<file path="src/rtl/dmem_pkg.sv">
// ============================================================================
// Module   : dmem_pkg
// Brief    : Shared size encodings, FSM state type and default base address.
// Revision : 1.0
// ============================================================================
`default_nettype none

package dmem_pkg;

  localparam logic [1:0] SZ_BYTE = 2'b00;
  localparam logic [1:0] SZ_HALF = 2'b01;
  localparam logic [1:0] SZ_WORD = 2'b10;

  localparam logic [31:0] DMEM_BASE_ADDR = 32'hFFFF_FF00;

  typedef enum logic [1:0] {
    ST_IDLE = 2'd0,
    ST_WAIT = 2'd1,
    ST_RESP = 2'd2
  } dmem_state_t;

endpackage

`default_nettype wire

</file>
<file path="src/rtl/dmem_lane_align.sv">
// ============================================================================
// Module   : dmem_lane_align
// Brief    : Combinational lane steering: store data/byte enables and load
//            extraction with sign/zero extension.
// Revision : 1.0
// ============================================================================
`default_nettype none

module dmem_lane_align
  import dmem_pkg::*;
#(
  parameter int DATA_W = 32
) (
  input  logic [1:0]        size,
  input  logic              is_signed,
  input  logic [1:0]        addr_lo,
  input  logic [DATA_W-1:0] wdata,
  input  logic [DATA_W-1:0] rword,
  output logic [DATA_W-1:0] wword,
  output logic [3:0]        be,
  output logic [DATA_W-1:0] rdata
);

  logic [1:0]  w_lane;
  logic [7:0]  w_byte;
  logic [15:0] w_half;

  // Misaligned halves/words snap down to their natural boundary.
  always_comb begin
    w_lane = 2'b00;
    case (size)
      SZ_BYTE: w_lane = addr_lo;
      SZ_HALF: w_lane = {addr_lo[1], 1'b0};
      default: w_lane = 2'b00;
    endcase
  end

  assign w_byte = rword[{w_lane, 3'b000} +: 8];
  assign w_half = w_lane[1] ? rword[31:16] : rword[15:0];

  always_comb begin
    wword = wdata;
    be    = 4'hF;
    rdata = rword;
    case (size)
      SZ_BYTE: begin
        wword = {4{wdata[7:0]}};
        be    = 4'b0001 << w_lane;
        rdata = is_signed ? {{24{w_byte[7]}}, w_byte} : {24'h0, w_byte};
      end
      SZ_HALF: begin
        wword = {2{wdata[15:0]}};
        be    = w_lane[1] ? 4'b1100 : 4'b0011;
        rdata = is_signed ? {{16{w_half[15]}}, w_half} : {16'h0, w_half};
      end
      default: begin
        wword = wdata;
        be    = 4'hF;
        rdata = rword;
      end
    endcase
  end

endmodule

`default_nettype wire

</file>
<file path="src/rtl/dmem_sized.sv">
// ============================================================================
// Module   : dmem_sized
// Brief    : Sized data memory with configurable latency and valid/ready
//            handshake. Define DMEM_ERR_EN to enable fault reporting.
// Revision : 1.0
// ============================================================================
`default_nettype none

module dmem_sized
  import dmem_pkg::*;
#(
  parameter int          DATA_W    = 32,
  parameter int          DEPTH     = 64,
  parameter logic [31:0] BASE_ADDR = DMEM_BASE_ADDR,
  parameter int          LATENCY   = 1
) (
  input  logic              clk,
  input  logic              rst_n,
  input  logic              req_valid,
  output logic              req_ready,
  input  logic              req_we,
  input  logic [1:0]        req_size,
  input  logic              req_signed,
  input  logic [31:0]       req_addr,
  input  logic [DATA_W-1:0] req_wdata,
  output logic              rsp_valid,
  input  logic              rsp_ready,
  output logic [DATA_W-1:0] rsp_rdata,
  output logic              rsp_err
);

  localparam int                 c_idx_w    = $clog2(DEPTH);
  localparam int                 c_cnt_w    = $clog2(LATENCY + 1);
  localparam logic [c_cnt_w-1:0] c_cnt_init = c_cnt_w'((LATENCY > 1) ? (LATENCY - 2) : 0);
  localparam logic               c_direct   = (LATENCY == 1);

  dmem_state_t         r_state;
  logic [c_cnt_w-1:0]  r_cnt;
  logic                r_we;
  logic [1:0]          r_size;
  logic                r_signed;
  logic [31:0]         r_addr;
  logic [DATA_W-1:0]   r_wdata;
  logic                r_req_ready;
  logic                r_rsp_valid;
  logic [DATA_W-1:0]   r_rsp_rdata;
  logic                r_rsp_err;

  logic [DATA_W-1:0]   r_mem [DEPTH] = '{default: '0};

  logic                w_idle;
  logic                w_we;
  logic [1:0]          w_size;
  logic                w_signed;
  logic [31:0]         w_addr;
  logic [DATA_W-1:0]   w_wdata;
  logic [31:0]         w_offset;
  logic [c_idx_w-1:0]  w_idx;
  logic [DATA_W-1:0]   w_rword;
  logic [DATA_W-1:0]   w_wword;
  logic [3:0]          w_be;
  logic [DATA_W-1:0]   w_ldata;
  logic [DATA_W-1:0]   w_rsp_data;
  logic                w_fault;
  logic                w_access;

  // With LATENCY=1 the access edge is the accept edge, so take the live
  // request; otherwise use the latched copy.
  assign w_idle   = (r_state == ST_IDLE);
  assign w_we     = w_idle ? req_we     : r_we;
  assign w_size   = w_idle ? req_size   : r_size;
  assign w_signed = w_idle ? req_signed : r_signed;
  assign w_addr   = w_idle ? req_addr   : r_addr;
  assign w_wdata  = w_idle ? req_wdata  : r_wdata;

  assign w_offset = w_addr - BASE_ADDR;
  assign w_idx    = w_offset[c_idx_w+1:2];
  assign w_rword  = r_mem[w_idx];

  assign w_access = rst_n && ((w_idle && req_valid && c_direct) ||
                              ((r_state == ST_WAIT) && (r_cnt == '0)));

`ifdef DMEM_ERR_EN
  localparam logic [32:0] c_span = 33'(DEPTH) * 33'd4;

  always_comb begin
    w_fault = 1'b0;
    case (w_size)
      SZ_BYTE: w_fault = 1'b0;
      SZ_HALF: w_fault = w_addr[0];
      SZ_WORD: w_fault = |w_addr[1:0];
      default: w_fault = 1'b1;
    endcase
    if ({1'b0, w_offset} >= c_span) w_fault = 1'b1;
  end
`else
  logic w_unused_offset;
  assign w_unused_offset = ^w_offset[31:c_idx_w+2];
  assign w_fault         = 1'b0;
`endif

  dmem_lane_align #(
    .DATA_W (DATA_W)
  ) u_align (
    .size      (w_size),
    .is_signed (w_signed),
    .addr_lo   (w_addr[1:0]),
    .wdata     (w_wdata),
    .rword     (w_rword),
    .wword     (w_wword),
    .be        (w_be),
    .rdata     (w_ldata)
  );

  assign w_rsp_data = (w_we || w_fault) ? '0 : w_ldata;

  // Storage has no reset: contents survive rst_n.
  always_ff @(posedge clk) begin
    if (w_access && w_we && !w_fault) begin
      for (int b = 0; b < 4; b++) begin
        if (w_be[b]) r_mem[w_idx][8*b +: 8] <= w_wword[8*b +: 8];
      end
    end
  end

  always_ff @(posedge clk or negedge rst_n) begin
    if (!rst_n) begin
      r_state     <= ST_IDLE;
      r_cnt       <= '0;
      r_we        <= 1'b0;
      r_size      <= SZ_BYTE;
      r_signed    <= 1'b0;
      r_addr      <= '0;
      r_wdata     <= '0;
      r_req_ready <= 1'b1;
      r_rsp_valid <= 1'b0;
      r_rsp_rdata <= '0;
      r_rsp_err   <= 1'b0;
    end else begin
      case (r_state)
        ST_IDLE: begin
          if (req_valid) begin
            r_we        <= req_we;
            r_size      <= req_size;
            r_signed    <= req_signed;
            r_addr      <= req_addr;
            r_wdata     <= req_wdata;
            r_req_ready <= 1'b0;
            if (c_direct) begin
              r_state     <= ST_RESP;
              r_rsp_valid <= 1'b1;
              r_rsp_rdata <= w_rsp_data;
              r_rsp_err   <= w_fault;
            end else begin
              r_state <= ST_WAIT;
              r_cnt   <= c_cnt_init;
            end
          end
        end
        ST_WAIT: begin
          if (r_cnt == '0) begin
            r_state     <= ST_RESP;
            r_rsp_valid <= 1'b1;
            r_rsp_rdata <= w_rsp_data;
            r_rsp_err   <= w_fault;
          end else begin
            r_cnt <= r_cnt - 1'b1;
          end
        end
        ST_RESP: begin
          if (rsp_ready) begin
            r_state     <= ST_IDLE;
            r_req_ready <= 1'b1;
            r_rsp_valid <= 1'b0;
          end
        end
        default: begin
          r_state     <= ST_IDLE;
          r_req_ready <= 1'b1;
          r_rsp_valid <= 1'b0;
        end
      endcase
    end
  end

  assign req_ready = r_req_ready;
  assign rsp_valid = r_rsp_valid;
  assign rsp_rdata = r_rsp_rdata;
  assign rsp_err   = r_rsp_err;

endmodule

`default_nettype wire
</file>
<file path="config.mk">
export PLATFORM = sky130hd
export DESIGN_NAME = dmem_sized
export DESIGN_NICKNAME = d
export VERILOG_FILES = /design/src/rtl/dmem_pkg.sv /design/src/rtl/dmem_lane_align.sv /design/src/rtl/dmem_sized.sv
export SDC_FILE = /design/constraint.sdc
export NUM_CORES = 2
export LEC_CHECK = 0
export CORE_MARGIN = 2
export CORE_UTILIZATION = 45
export DETAILED_ROUTE_END_ITERATION = 12
export DONT_BUFFER_PORTS = 1
export PLACE_DENSITY = 0.68
export SYNTH_ARGS = -nofsm -noshare
export SYNTH_HDL_FRONTEND = slang
export SYNTH_SLANG_ARGS = --single-unit
</file>
<file path="constraint.sdc">
create_clock -name clk -period 8.22 [get_ports clk]
set_input_delay 1.644 -clock clk [delete_from_list [all_inputs] [get_ports clk]]
set_output_delay 1.644 -clock clk [all_outputs]
set_load 0.05 [all_outputs]
</file>
-- Word level (Yosys, flattened, before mapping)
Memories as Yosys holds them, arrays and structs flattened.
Index checks and enable logic that the tools add are counted.
- flip-flop bits (word level): 82
- memories: 1
- logic and storage cells: 79
- bits in read-only memories: 0
- bits in writable memories: 2048
- latch bits: 0
- output and inout port bits: 35
- input port bits: 72
- memories (memory ; depth ; width ; rd ports ; clocked after memory_dff ; write ports ; RTL line ; RTL):
    r_mem ; 64 ; 32 ; 1 ; 0 ; 1 ; dmem_sized.sv:49 ; logic [DATA_W-1:0] r_mem [DEPTH] = '{default: '0};
- order comparisons: 0
- mux-type cells: 43
- multiply operators: 0
- bitwise operators: 2
- add/sub/neg operators: 2
- reductions and logical operators: 12
- div/mod/pow operators: 0
- eq/ne operators: 6
- shift operators: 2
- operators with widths (operator ; number):
    32-bit two-way mux ; 6
    32-bit one-hot mux with 2 select lines ; 3
    32-bit by 6-bit variable part select with 8-bit output ; 1
    1-bit two-way mux ; 21
    16-bit two-way mux ; 1
    3-bit AND reduction ; 3
    2-bit two-way mux ; 4
    8-bit two-way mux ; 1
    4-bit one-hot mux with 2 select lines ; 1
    8-bit by 1-bit subtractor with 8-bit output, second input constant ; 1
    2-bit != test, second input constant ; 3
    1-bit one-hot mux with 3 select lines ; 2
    2-bit one-hot mux with 3 select lines ; 1
    2-bit by 1-bit == test with 1-bit output, second input constant ; 2
    1-bit logical AND ; 4
    2-bit logical NOT ; 2
    4-bit two-way mux ; 1
    2-bit one-hot mux with 2 select lines ; 1
    1-bit by 2-bit left shift with 4-bit output, first input constant ; 1
    2-bit == test, second input constant ; 1
    1-bit inverter ; 2
    1-bit one-hot mux with 2 select lines ; 1
    2-bit AND reduction ; 1
    2-bit nonzero test ; 1
    2 further kinds ; 2

-- Logic depth before layout (Yosys ltp)
- depth after elaboration: 10
- mapped depth: 17
- gate-level depth less buffers: 9

-- By module
A second synthesis with hierarchy kept.
- cells, all modules: 4376
- area, all modules: 78602.9 um2
- modules (own cells, without submodules) (module ; cells each ; area each (um2) ; seq. area each (um2) ; instances):
    dmem_sized ; 4216 ; 77419.3 ; 63427.1 ; 1
    dmem_lane_align ; 160 ; 1183.6 ; 0.0 ; 1

-- Worst setup path after synthesis
No wires, ideal clock.
- path kind: register to register
- from: reg r_state[1]
- to: mem r_mem[0][24], data pin
- arrival time: 5511 ps
- clock period less this slack: 6213 ps
- data required time: 7518 ps
- path slack: 2007 ps
- stages on the path, launching flop included: 11
- buffers on the path: 7
- setup time: 702 ps
- cells stage by stage: dfrtp_1 -> buf_6 -> buf_2 -> buf_4 -> buf_4 -> buf_2 -> clkbuf_1 -> buf_2 -> mux2_2 -> a21oi_1 -> o21ai_0
- elaborated cells on any way between the ends: 6
- those cells by class: eq/ne: 1; mux: 3; reduce/logical: 2
- RTL lines (item ; RTL line ; RTL):
    start, declared ; dmem_sized.sv:37 ; dmem_state_t r_state;
    start signal, assigned ; dmem_sized.sv:128 ; r_state <= ST_IDLE;
    start signal, assigned ; dmem_sized.sv:150 ; r_state <= ST_RESP;
    start signal, assigned ; dmem_sized.sv:155 ; r_state <= ST_WAIT;
    2-bit logical NOT ; dmem_sized.sv:69 ; assign w_idle = (r_state == ST_IDLE);
    32-bit two-way mux ; dmem_sized.sv:74 ; assign w_wdata = w_idle ? req_wdata : r_wdata;
    named net u_align.wdata[0] ; dmem_lane_align.sv:17 ; input logic [DATA_W-1:0] wdata,
    32-bit one-hot mux with 2 select lines ; dmem_lane_align.sv:45 ; case (size)
    named net u_align.wword[24] ; dmem_lane_align.sv:19 ; output logic [DATA_W-1:0] wword,
    end, declared ; dmem_sized.sv:49 ;
The timed path passes the listed nets, and every way through them passes these cells.

-- Final worst setup path
- from: reg r_state[1]
- to: reg r_rsp_rdata[0] (netlist: rsp_rdata[0])
- word-level cells in the longest chain between the ends: 10
- elaborated cells on any way between the ends: 23
- those cells by class: add/sub: 1; eq/ne: 4; shift: 1; mux: 12; reduce/logical: 4; memory: 1
- ends and longest elaborated chain (item ; RTL line ; RTL):
    2-bit logical NOT ; dmem_sized.sv:69, dmem_sized.sv:140 ;
    8-bit two-way mux or 2-bit two-way mux (tied branches) ; dmem_sized.sv:73, dmem_sized.sv:71 ;
    8-bit by 1-bit subtractor with 8-bit output, or another cell as far along ; dmem_sized.sv:76 ; assign w_offset = w_addr - BASE_ADDR;
    memory read 64 x 32 bit or 2-bit one-hot mux with 2 select lines (tied branches) ; - ;
    32-bit by 6-bit variable part select with 8-bit output or 16-bit two-way mux (tied branches) ; dmem_lane_align.sv:38, dmem_lane_align.sv:39 ;
    32-bit two-way mux, on equally long branches ; dmem_lane_align.sv:49, dmem_lane_align.sv:54 ;
    32-bit one-hot mux with 2 select lines ; dmem_lane_align.sv:45 ;
    32-bit two-way mux ; dmem_sized.sv:115 ; assign w_rsp_data = (w_we || w_fault) ? '0 : w_ldata;
    32-bit two-way mux, on equally long branches ; dmem_sized.sv:161, dmem_sized.sv:142 ;
    32-bit one-hot mux with 2 select lines ; dmem_sized.sv:140 ; case (r_state)
    end signal, assigned ; dmem_sized.sv:152 ; r_rsp_rdata <= w_rsp_data;
    end signal, assigned ; dmem_sized.sv:164 ; r_rsp_rdata <= w_rsp_data;
    end, declared ; dmem_sized.sv:46 ; logic [DATA_W-1:0] r_rsp_rdata;
Parallel ways exist; a longest one is shown, timed or not. The select of a mux whose other input is x is not followed.
A chain may end at the register's enable or synchronous reset.

==> results.yml <==
worst_setup_path:
  crit_chain: "mux2i_4, a21o_4, buf_4, o221ai_1, nor3_1, o22ai_1, nor4_1, o21ai_0, o31ai_2"
  start_kind: "flop"
  crit_family: "compound AO/OA/AOI/OAI gates"
  worstSetupPathType: "reg2reg"
  worst_ep_required_time_ns: 8.97
  cp.arrival_ns: 6.60
  cpMaxStageDelayCell: "mux2i_4"
  end_kind: "flop"
  crit_path_max_fanout: 68
  max_stage_delay_ns: 0.96
  worst-path-buf-inv: 1
timing:
  layout_min_cycle_time_ns: 5.85
  setup_viol: 0
  worst_pin_slew_ns: 1.33
  slew_headroom_pct: 10.8
  fin_crit_sh_pct: 71.1
  finClkSkew_ns: 0.0515
  fin_tns_setup_ns: 0
  hold_violations: 0
  rsz0062_at_grt: "no"
  slew_violations: 0
  fmax_mhz: 171
drt:
  viasPerCell: 6.73
  first_pass_iters: 8
  drc: 0
  vias: 53600
  first_iter_violations: 9160
  wl_um: 266000
  wl_per_cell_um: 33.4
  final_antenna_net_count: 0
logic_synthesis:
  synth_warnings: 0
  synth.avg_cell_area_sq_um: 15.6
  syn_nets: 5356
  yosysUniqueCellTypes: 92
  synth_area_sq_um: 82500
  yosysSeqAreaShare_pct: 76.9
  ys_seq_elements: 2125
  synth_ff_type: "edfxtp_1"
  synth_edf_count: 2048
  syn_inst: 5284
  async_flop_share_pct: 3.62
run_status:
  status: "completed"
global_route:
  overflow: 0
  grtUsageTotal_pct: 28.0
  grt_start_max_net_pins: 98
  grt_pass1_wl_um: 375000
  grt_antenna_before_repair: 12
  grt_pass1_vias: 50800
clocking:
  cts_tree: "yes"
  cts_num_sinks: 2125
  clock_path_buffers: 3
  cts.htree.levels: 4
  root_buffer: "clkbuf_16"
  clk_pin_slew_ns: 0.07
  cts_setup_buffers: 0
  numCtsBuffers: 198
  cts_resized: 0
  holdBufCountCts: 0
  clk_latency_ns: 0.86
final_layout:
  final.fill_count: 14700
  area_growth_pct: 12.5
  num-nets-final: 5486
  drive_gt1_share_pct: 14.4
  final_common_cell: "edfxtp_1"
  layout_common_cells: "edfxtp_1, o22ai_1, nand2_1, buf_4, nor2_1"
  design_area_sq_um: 92800
job:
  max-cap-violations: 0
floorplanning:
  rows: 157
  dieWidth_um: 432
  pin_count: 107
  fp.dieH_um: 432
  start_util_pct: 45.2
  design.core.area_sq_um: 182000
  die_area_sq_um: 187000
placed_design:
  place_congestion: 0.912
  dpl_cell_area_sq_um: 86600
  dp_hpwl_um: 156000
  portBuffers: 0
power:
  ir_worst_vdd_uv: 225
  p_per_area_nw_per_um2: 291
  cellLeakagePower_uw: 0.0295
min_path:
  hold_class: "in2async"
==> final cells by class <==
cell class	instances	area, sq um	area share [%]
Multi-Input combinational cell	2748	17400	18.8
Sequential cell	2125	63400	68.4
Timing Repair Buffer	330	2710	2.92
Clock buffer	266	5360	5.77
Tap cell	2385	2980	3.22
Inverter	11	41.3	0.0445
Clock inverter	96	786	0.847
Antenna cell	3	7.51	0.00809
==> metal layers <==
metal / vias up / GRT usage (%) / wire, um
li1: 21600 / - / -
met2: 4348 / 41.5 / 118000
met4: 14 / 14.0 / 15000
met1: 26900 / 37.6 / 94900
met3: 729 / 8.19 / 38000
met5: - / 0 / 77
==> cells in the mapped netlist (19+ instances only) <==
master / count / area share (%)
buf_6: 21 / 0.29
a21o_1: 29 / 0.26
nor2_1: 283 / 1.3
edfxtp_1: 2048 / 75
a211oi_1: 25 / 0.23
buf_4: 55 / 0.50
nor4_1: 49 / 0.37
mux2_2: 113 / 1.5
o22ai_1: 502 / 3.8
and3_1: 19 / 0.14
buf_2: 151 / 0.92
o22a_1: 37 / 0.39
o221ai_1: 172 / 1.8
dfrtp_1: 76 / 2.3
or4_1: 25 / 0.23
clkbuf_1: 152 / 0.69
nor3_1: 247 / 1.5
mux2i_1: 75 / 0.91
nand3_1: 115 / 0.70
o21ai_0: 88 / 0.53
a31oi_1: 47 / 0.36
buf_1: 20 / 0.091
a21oi_1: 162 / 0.98
nand2_1: 419 / 1.9
o31ai_1: 30 / 0.27
o21bai_1: 25 / 0.23
==> where the power goes <==
| part | internal, uW | total, uW | switching [uW] |
|---|---|---|---|
| clock network | 4930 | 8880 | 3960 |
| registers | 12800 | 13100 | 312 |
| logic | 1110 | 4960 | 3840 |
==> logic make-up (layout without fill, tap and decap cells) <==
group | count (synthesis) | after routing | synth area share [%]
AOI/OAI and AO/OA | 1302 | 1302 | 10.9
buffers and inverters | 411 | 703 | 2.54
DFF | 2125 | 2125 | 76.9
muxes | 196 | 196 | 2.63
other | 1 | 4 | 0.00455
and+or+nand+nor | 1249 | 1249 | 7.00
==> registers in the layout, summed over array words and instances, names as in the netlist <==
name / flops
r_mem: 2048
r_addr: 8
req_ready: 1
rsp_rdata: 32
r_state: 1
r_wdata: 32
r_signed: 1
r_size: 2
==> worst paths after layout <==
kind	start	end	slack, ns	cells after the start
hold reg to reg	r_wdata[21]	r_wdata[21]	0.50	1
max in group asynchronous	rst_n	req_ready	7.58	0
min in group clk	r_wdata[21]	r_wdata[21]	0.50	1
setup reg to reg	r_state[1]	rsp_rdata[0]	2.37	9
setup / recovery	r_state[1]	rsp_rdata[0]	2.37	9
hold / removal	rst_n	r_wdata[1]	0.48	0
==> through the flow <==
stage          power, uW  instances  hold WS [ns]  utilization, %  worst slack (ns)
2_1_floorplan      15900       5284         0.474               -              2.01
3_5_place_dp       18100       7598         0.493            47.5              2.12
6_report           27000       7964         0.476            50.8              2.37
5_1_grt            27500       7962         0.452            50.8              2.43
3_3_place_gp       18000       7597         0.481            47.4              2.18
4_1_cts            26800       7960         0.448            50.8              2.62
Power figures use the tool's default switching activity.
